**config.mk**
```make
export PLATFORM = sky130hd
export DESIGN_NAME = pattern_sequencer
export DESIGN_NICKNAME = d
export VERILOG_FILES = /design/src/rtl/pattern_pkg.sv /design/src/rtl/prescaler.sv /design/src/rtl/pattern_sequencer.sv
export SDC_FILE = /design/constraint.sdc
export NUM_CORES = 1
export LEC_CHECK = 0
export CORE_ASPECT_RATIO = 0.5
export CORE_MARGIN = 2
export CORE_UTILIZATION = 61
export DETAILED_ROUTE_END_ITERATION = 10
export HOLD_SLACK_MARGIN = 0.15
export PLACE_DENSITY = 0.8
export SLEW_MARGIN = 10
export SYNTH_ARGS = -nofsm -noshare
export SYNTH_HDL_FRONTEND = slang
export SYNTH_HIERARCHICAL = 1
export SYNTH_SLANG_ARGS = --single-unit
```
**constraint.sdc**
```tcl
create_clock -name i_clk -period 2.15 [get_ports i_clk]
set_input_delay 0.5375 -clock i_clk [delete_from_list [all_inputs] [get_ports i_clk]]
set_output_delay 0.5375 -clock i_clk [all_outputs]
set_load 0.005 [all_outputs]
```
**src/rtl/pattern_pkg.sv**
```systemverilog
// Shared definitions for the pattern sequencer: mode encodings, pattern
// width and type, bounce direction, and handshake state encoding.
package pattern_pkg;

    localparam int unsigned PAT_W = 8;

    localparam logic [1:0] MODE_COUNT  = 2'd0;
    localparam logic [1:0] MODE_ROT    = 2'd1;
    localparam logic [1:0] MODE_BOUNCE = 2'd2;
    localparam logic [1:0] MODE_GRAY   = 2'd3;

    typedef logic [PAT_W-1:0] pattern_t;

    typedef enum logic {
        DIR_LEFT  = 1'b0,
        DIR_RIGHT = 1'b1
    } dir_t;

    // IDLE: nothing pending; WAIT_RDY: byte pending, may issue;
    // HOLD: enable just sent, driver has not yet shown it took it.
    typedef enum logic [1:0] {
        ST_IDLE     = 2'd0,
        ST_WAIT_RDY = 2'd1,
        ST_HOLD     = 2'd2
    } hs_state_t;

endpackage

```
**src/rtl/prescaler.sv**
```systemverilog
// Free-running tick generator: counts 0..N-1 and raises o_tick for exactly
// the one cycle the count equals N-1.
// Ports:
//   i_clk   system clock
//   i_rst   synchronous active-high reset (count restarts at 0)
//   o_tick  single-cycle tick, registered
module prescaler #(
    parameter int unsigned N = 48_000_000
) (
    input  logic i_clk,
    input  logic i_rst,
    output logic o_tick
);

    localparam int unsigned CNT_W = (N > 1) ? $clog2(N) : 1;

    logic [CNT_W-1:0] r_cnt;

    // Tick is registered one count early so it is high while r_cnt == N-1.
    always_ff @(posedge i_clk) begin
        if (i_rst) begin
            r_cnt  <= '0;
            o_tick <= 1'b0;
        end else begin
            o_tick <= (r_cnt == CNT_W'(N - 2));
            if (r_cnt == CNT_W'(N - 1)) begin
                r_cnt <= '0;
            end else begin
                r_cnt <= r_cnt + CNT_W'(1);
            end
        end
    end

endmodule

```
**src/rtl/pattern_sequencer.sv**
```systemverilog
// Generates a display pattern once per prescaled tick and hands each byte
// to the shift-register driver on its ready/enable handshake.
// Ports:
//   i_clk      system clock
//   i_rst      synchronous active-high reset
//   i_mode     pattern select: 0 count, 1 rotate-left, 2 bounce, 3 Gray count
//   i_ready    driver idle, may accept a byte
//   o_data     byte to shift out, held from enable until the next enable
//   o_enable   one-cycle request strobe to the driver
//   o_overrun  one-cycle pulse: tick replaced a byte that was never sent
module pattern_sequencer
    import pattern_pkg::*;
#(
    parameter int unsigned N      = 48_000_000,
    parameter int unsigned DATA_W = PAT_W
) (
    input  logic              i_clk,
    input  logic              i_rst,
    input  logic [1:0]        i_mode,
    input  logic              i_ready,
    output logic [DATA_W-1:0] o_data,
    output logic              o_enable,
    output logic              o_overrun
);

    logic w_tick;

    prescaler #(
        .N (N)
    ) u_prescaler (
        .i_clk  (i_clk),
        .i_rst  (i_rst),
        .o_tick (w_tick)
    );

    // ---------------------------------------------------------------
    // Pattern generator
    // ---------------------------------------------------------------
    logic [DATA_W-1:0] r_cnt;
    logic [DATA_W-1:0] r_onehot;
    logic [DATA_W-1:0] r_next;
    dir_t              r_dir;
    logic [1:0]        r_mode;

    logic [DATA_W-1:0] w_cnt_inc;
    logic [DATA_W-1:0] w_rot;
    logic [DATA_W-1:0] w_bnc;
    dir_t              w_bnc_dir;

    // Candidate next values for each mode; the end bits of the bounce
    // turn around immediately so they are never shown twice in a row.
    always_comb begin
        w_cnt_inc = r_cnt + DATA_W'(1);
        w_rot     = {r_onehot[DATA_W-2:0], r_onehot[DATA_W-1]};
        w_bnc     = r_onehot;
        w_bnc_dir = r_dir;
        if (r_dir == DIR_LEFT) begin
            if (r_onehot[DATA_W-1]) begin
                w_bnc_dir = DIR_RIGHT;
                w_bnc     = r_onehot >> 1;
            end else begin
                w_bnc     = r_onehot << 1;
            end
        end else begin
            if (r_onehot[0]) begin
                w_bnc_dir = DIR_LEFT;
                w_bnc     = r_onehot << 1;
            end else begin
                w_bnc     = r_onehot >> 1;
            end
        end
    end

    // On each tick: reseed on a mode change, otherwise advance the active mode.
    always_ff @(posedge i_clk) begin
        if (i_rst) begin
            r_cnt    <= '0;
            r_onehot <= DATA_W'(1);
            r_dir    <= DIR_LEFT;
            r_mode   <= MODE_COUNT;
            r_next   <= '0;
        end else if (w_tick) begin
            r_mode <= i_mode;
            if (i_mode != r_mode) begin
                r_cnt    <= '0;
                r_onehot <= DATA_W'(1);
                r_dir    <= DIR_LEFT;
                r_next   <= ((i_mode == MODE_ROT) || (i_mode == MODE_BOUNCE))
                            ? DATA_W'(1) : '0;
            end else begin
                case (r_mode)
                    MODE_COUNT: begin
                        r_cnt  <= w_cnt_inc;
                        r_next <= w_cnt_inc;
                    end
                    MODE_ROT: begin
                        r_onehot <= w_rot;
                        r_next   <= w_rot;
                    end
                    MODE_BOUNCE: begin
                        r_onehot <= w_bnc;
                        r_dir    <= w_bnc_dir;
                        r_next   <= w_bnc;
                    end
                    default: begin
                        r_cnt  <= w_cnt_inc;
                        r_next <= w_cnt_inc ^ (w_cnt_inc >> 1);
                    end
                endcase
            end
        end
    end

    // ---------------------------------------------------------------
    // Handshake FSM
    // ---------------------------------------------------------------
    hs_state_t r_state;
    logic      r_pending;
    logic      r_hold_seen;
    logic      w_issue;
    logic      w_pend_nxt;

    assign w_issue    = (r_state == ST_WAIT_RDY) && i_ready;
    // A tick always leaves a byte pending, even when it coincides with an issue.
    assign w_pend_nxt = w_tick | (r_pending & ~w_issue);

    always_ff @(posedge i_clk) begin
        if (i_rst) begin
            r_state     <= ST_WAIT_RDY;
            r_pending   <= 1'b1;
            r_hold_seen <= 1'b0;
            o_data      <= '0;
            o_enable    <= 1'b0;
            o_overrun   <= 1'b0;
        end else begin
            o_enable  <= w_issue;
            o_overrun <= w_tick & r_pending & ~w_issue;
            r_pending <= w_pend_nxt;
            if (w_issue) begin
                o_data <= r_next;
            end
            case (r_state)
                ST_IDLE: begin
                    if (w_pend_nxt) begin
                        r_state <= ST_WAIT_RDY;
                    end
                end
                ST_WAIT_RDY: begin
                    if (w_issue) begin
                        r_state     <= ST_HOLD;
                        r_hold_seen <= 1'b0;
                    end
                end
                ST_HOLD: begin
                    // Leave on the driver going busy, or after two ready
                    // cycles in case it never saw the strobe.
                    if (!i_ready || r_hold_seen) begin
                        r_state     <= w_pend_nxt ? ST_WAIT_RDY : ST_IDLE;
                        r_hold_seen <= 1'b0;
                    end else begin
                        r_hold_seen <= 1'b1;
                    end
                end
                default: begin
                    r_state <= ST_IDLE;
                end
            endcase
        end
    end

endmodule
```
# After elaboration in Yosys (flattened, before gate mapping)
# Cells that the tools add are included.
# Widths: inputs -> output; s select.
[word_totals] reg_bits=68 inputBits=5 output_inout_bits=10
[op_classes] add_sub_neg=2 n_eq_ne=13 mux=23 bitwise_logic=6 reduce_logical=16
[ops] operator="$mux 8" count=7
[ops] operator="$eq 26x26->1 const B" count=2
[ops] operator="$add 26x1->26 const B" count=1
[ops] operator="$pmux 8 s3" count=1
[ops] operator="$pmux 8 s2" count=1
[ops] operator="$mux 1" count=9
[ops] operator="$add 8x1->8 const B" count=1
[ops] operator="$reduce_and 2->1" count=4
[ops] operator="$xor 8x7->8" count=1
[ops] operator="$eq 2x1->1 const B" count=3
[ops] operator="$eq 2x2->1 const B" count=3
[ops] operator="$mux 2" count=3
[ops] operator="$ne 2x2->1 const B" count=3
[ops] operator="$pmux 2 s3" count=1
[ops] operator="$logic_not 2->1" count=2
[ops] operator="$reduce_bool 2->1" count=2
[ops] operator="$reduce_or 2->1" count=2
[ops] operator="$and 1x1->1" count=3
[ops] operator="$reduce_and 3->1" count=1
[ops] operator="$reduce_bool 3->1" count=1
[ops] operator="$logic_or 1x1->1" count=2
[ops] operator="$ne 2x1->1 const B" count=1
[ops] operator="$ne 2x2->1" count=1
[ops] operator="$pmux 1 s2" count=1
[ops] operator="4 further kinds" count=4

# Longest topological paths before layout
[logic_depth] ltp_word=8 mapped_depth=8

# Cells and area by module
# Netlist, hierarchy kept.
[modules_own_cells] mod="pattern_sequencer" n_inst=1 cells_per_inst=311 area_per_inst_um2=2397.3 seq_area_each_um2=820.8
[modules_own_cells] mod="prescaler" n_inst=1 cells_per_inst=161 area_per_inst_um2=1401.3 seq_area_each_um2=540.5

# Worst setup path before layout
# OpenSTA, ideal clock, no wires.
[synth_path] path_type="reg2reg" startpoint="register, netlist name r_cnt[1]" endpoint="register r_next[4]" setup_ps=79 arrival_ps=1792 required_ps=2071 slack_ps=279 path_stages_with_launch=7 n_path_buf=0 cell_sequence="dfxtp_1 > ha_1 > nand3_1 > nor2_1 > a221o_1 > a2111o_1 > a211oi_2"
[synth_lines] item="end signal, assigned" line_no="pattern_sequencer.sv:88" source="r_next <= ((i_mode == MODE_ROT) || (i_mode == MODE_BOUNCE))"
[synth_lines] item="end signal, assigned" line_no="pattern_sequencer.sv:94" source="r_next <= w_cnt_inc;"
[synth_lines] item="end signal, assigned" line_no="pattern_sequencer.sv:98" source="r_next <= w_rot;"
[synth_lines] item="end, declared" line_no="pattern_sequencer.sv:41" source="logic [DATA_W-1:0] r_next;"

==> results by group <==
Worst setup path
  – Required @ worst endpoint: 2.40 ns
  – Slowest cell on crit path: a2111o_1
  – Worst setup SP type: flop
  – CP Class: flop to flop
  – Critical Path AT: 2.28 ns
  – CP max stage delay: between 0.4 and 0.5 ns
  – CP max FO: 9
  – Crit-path cells: ha_1 -> nand3_1 -> nor2_1 -> a221o_1 -> a2111o_1 -> a211oi_2
  – Crit path capture type: flop

Timing
  – Final hold violation count: 0
  – Final period util: between 90% and 100%
  – Final setup vio count: 0
  – Max Transition Viols Final: 0
  – Setup TNS: 0 ns
  – Final Skew: between 0.003 and 0.004 ns
  – Final min period: just over 2 ns
  – Final worst slack: between 0.1 and 0.15 ns
  – Relative slew margins: roughly 70%
  – Worst Max-Slew Pin Slew: around 0.45 ns
  – Fin Hold WS: 0.456 ns
  – RSZ-0062 raised after global routing: false
  – Highest clock rate: 494 MHz

Cells and area
  – Cell area after layout: 4390 um2
  – Area delta synth->final: 15.7%
  – Nets: 505
  – Ant diodes: 0
  – Commonest non-fill, non-tap cell in the layout: dfxtp_1
  – # fillers: 473
  – Area of the multi-input gates: between 2000 and 2500 um2
  – FF/Latch Area: 1360 um2
  – Most frequent cells in the layout: dfxtp_1 (68), nor2_1 (53), nand2_1 (39), a21oi_1 (36), nand3_1 (31)
  – Layout cells sized above 1: 11.3%
  – Final core occ: between 70% and 80%

Clock tree
  – CTS Hold Buffers Added: 0
  – Clk slew on worst S/H paths: ~0.05 ns
  – Setup Buffers After CTS: 0
  – H-tree depth: 3
  – Clk buf depth: 2
  – Clk_lat worst skew: around 0.33 ns
  – CTS tree: done
  – CTS Buf Count: 9
  – Clock root cell: clkbuf_16
  – Post_cts resized: 0
  – CTS Sinks: 68

Synth
  – EDFF count, synth: 0
  – Asr flop ratio synth: 0%
  – Yosys Warn Count: 6
  – Top FF cell, synth: dfxtp_1
  – Register area share after synthesis: a little over a third
  – Cells after Synth: roughly 470
  – FF+latch count, synth: about 70
  – Syn_area_per_cell: 8.05 um2
  – Synthesized area: roughly 3800 um2
  – Mapped Nets: 484
  – Synth cell types: 71

Global routing
  – Vias in the first global route: 3039
  – Global Route Usage Sum: 27.3%
  – Global-route wire length before repair: ~15 mm
  – Pin count of the biggest net entering global routing: 30
  – Gr ovfl total: 0
  – Initial antenna violation count: 0

Die
  – Starting Density: roughly 63%
  – I/O pin count: 15
  – Die Span X: approximately 120 um
  – FP Rows: 20
  – Core area: 6030 um2
  – Die ar.: between 6000 and 7000 um2
  – Die H: around 60 um

Drt
  – Antenna-violating nets left: 0
  – Vias: roughly 3600
  – WL/cell: between 15 and 20 um
  – Drt drc: 0
  – DR pass1 iterations: 5
  – Post-DR vias/cell: around 6.1
  – 1st-iter DRT viols: roughly 320
  – Final WL: 8.99 mm

Status
  – Run status: finished, final reports clean

Pwr
  – Pleak: around 1.6 nW
  – P per Cell Area: 639 nW/um2
  – Maximum vdd drop: between 400 and 500 uV

Placed design
  – DP Wirelength: about 6.2 mm
  – PortBufs: 14
  – Final Wtd Congestion: just over 0.9
  – DP Area: 4110 um2
  – Setup WS pre-CTS: -0.0137 ns

Hold path
  – Worst Hold Class: flop to flop

Run
  – Max-cap viol count: 0
==> cell usage after synthesis (all sizes together) (4+ instances only) <==
master  count  area (um2)
and4        4        36.3
dfxtp      68        1360
or4         9        68.8
and3        7        45.1
nand3      32         165
nor3        9        45.0
nand2b      6        37.5
a221oi      6        52.6
o221ai      6        52.6
a21oi      36         180
buf        12        71.3
mux2        5        56.3
nor2       53         199
clkbuf     18        68.8
a22oi       9        67.6
nand2      39         146
o31ai       8        78.8
xor2       10        87.6
nor4        7        43.8
xnor2      16         140
nand4       9        71.3
mux2i       4        40.0
or2         6        37.5
o21ai      18        90.1
inv        19        71.3
ha          7        87.6
nor2b       4        25.0
==> per-stage QoR <==
stage	power, mW	instances
after global routing	2.90	585
after detailed placement	1.43	570
final	2.81	585
after floorplan	1.39	472
after CTS	2.83	585
after global placement	1.43	570
==> path summary, 6_finish.rpt <==
kind,from,endpoint,slack (ns),depth (start not counted)
worst max-delay path,r_cnt[0]$_SDFFE_PP0P_,r_next[4]$_SDFFE_PP0P_,0.12,6
worst min-delay path,o_data[2]$_SDFFE_PP0P_,o_data[2]$_SDFFE_PP0P_,0.46,2
worst max register to register,r_cnt[0]$_SDFFE_PP0P_,r_next[4]$_SDFFE_PP0P_,0.12,6
worst min register to register,o_data[2]$_SDFFE_PP0P_,o_data[2]$_SDFFE_PP0P_,0.46,2
==> sequential cells by signal, summed over array words and instances (netlist names) <==
signal	cells
r_pending	1
r_dir	1
o_enable	1
r_cnt	8
r_hold_seen	1
r_onehot	8
o_overrun	1
r_state	2
r_next	8
u_prescaler/r_cnt	26
u_prescaler/o_tick	1
o_data	8
r_mode	2
==> layer usage <==
metal  share of wire, %  vias up  global-route usage [%]
met1                 48     1672                    36.6
met2                 44      144                    41.9
met3                6.5       21                    9.74
met4                1.1        0                    7.75
li1                   -     1756                       -
met5                  0        -                       0
==> cells by family after synthesis <==
logic type,Yosys count,share of synthesized area (%)
AND/OR/NAND/NOR,199,27.1
flip-flops,68,35.8
AO/OA/AOI/OAI,114,20.7
adder cells (fa/ha/maj),7,2.31
buffers and inverters,49,5.57
multiplexers,9,2.54
XOR/XNOR,26,5.99
==> cell type report <==
class                   count  area share, %
clock buffers              10           5.21
well taps                  88           2.51
flip-flops and latches     68           31.0
inverters                  19           1.62
multi-input cells         355           50.7
clock inverters             5           1.22
repair buffers             40           7.80
==> report_power, final <==
group	internal [mW]	leakage [nW]	switching (mW)
clock	0.885	0.142	0.515
combinational	0.0453	0.860	0.0658
sequential	1.28	0.550	0.0192
==> worst max-delay path: cells and delay by family, from the launching register on <==
family,cells,cell delay [ns]
fa+ha+maj,1,0.34
simple gates,2,0.28
compound gates,3,1.02
flops,1,0.31
Note: power is estimated with default switching activity, not from simulation.
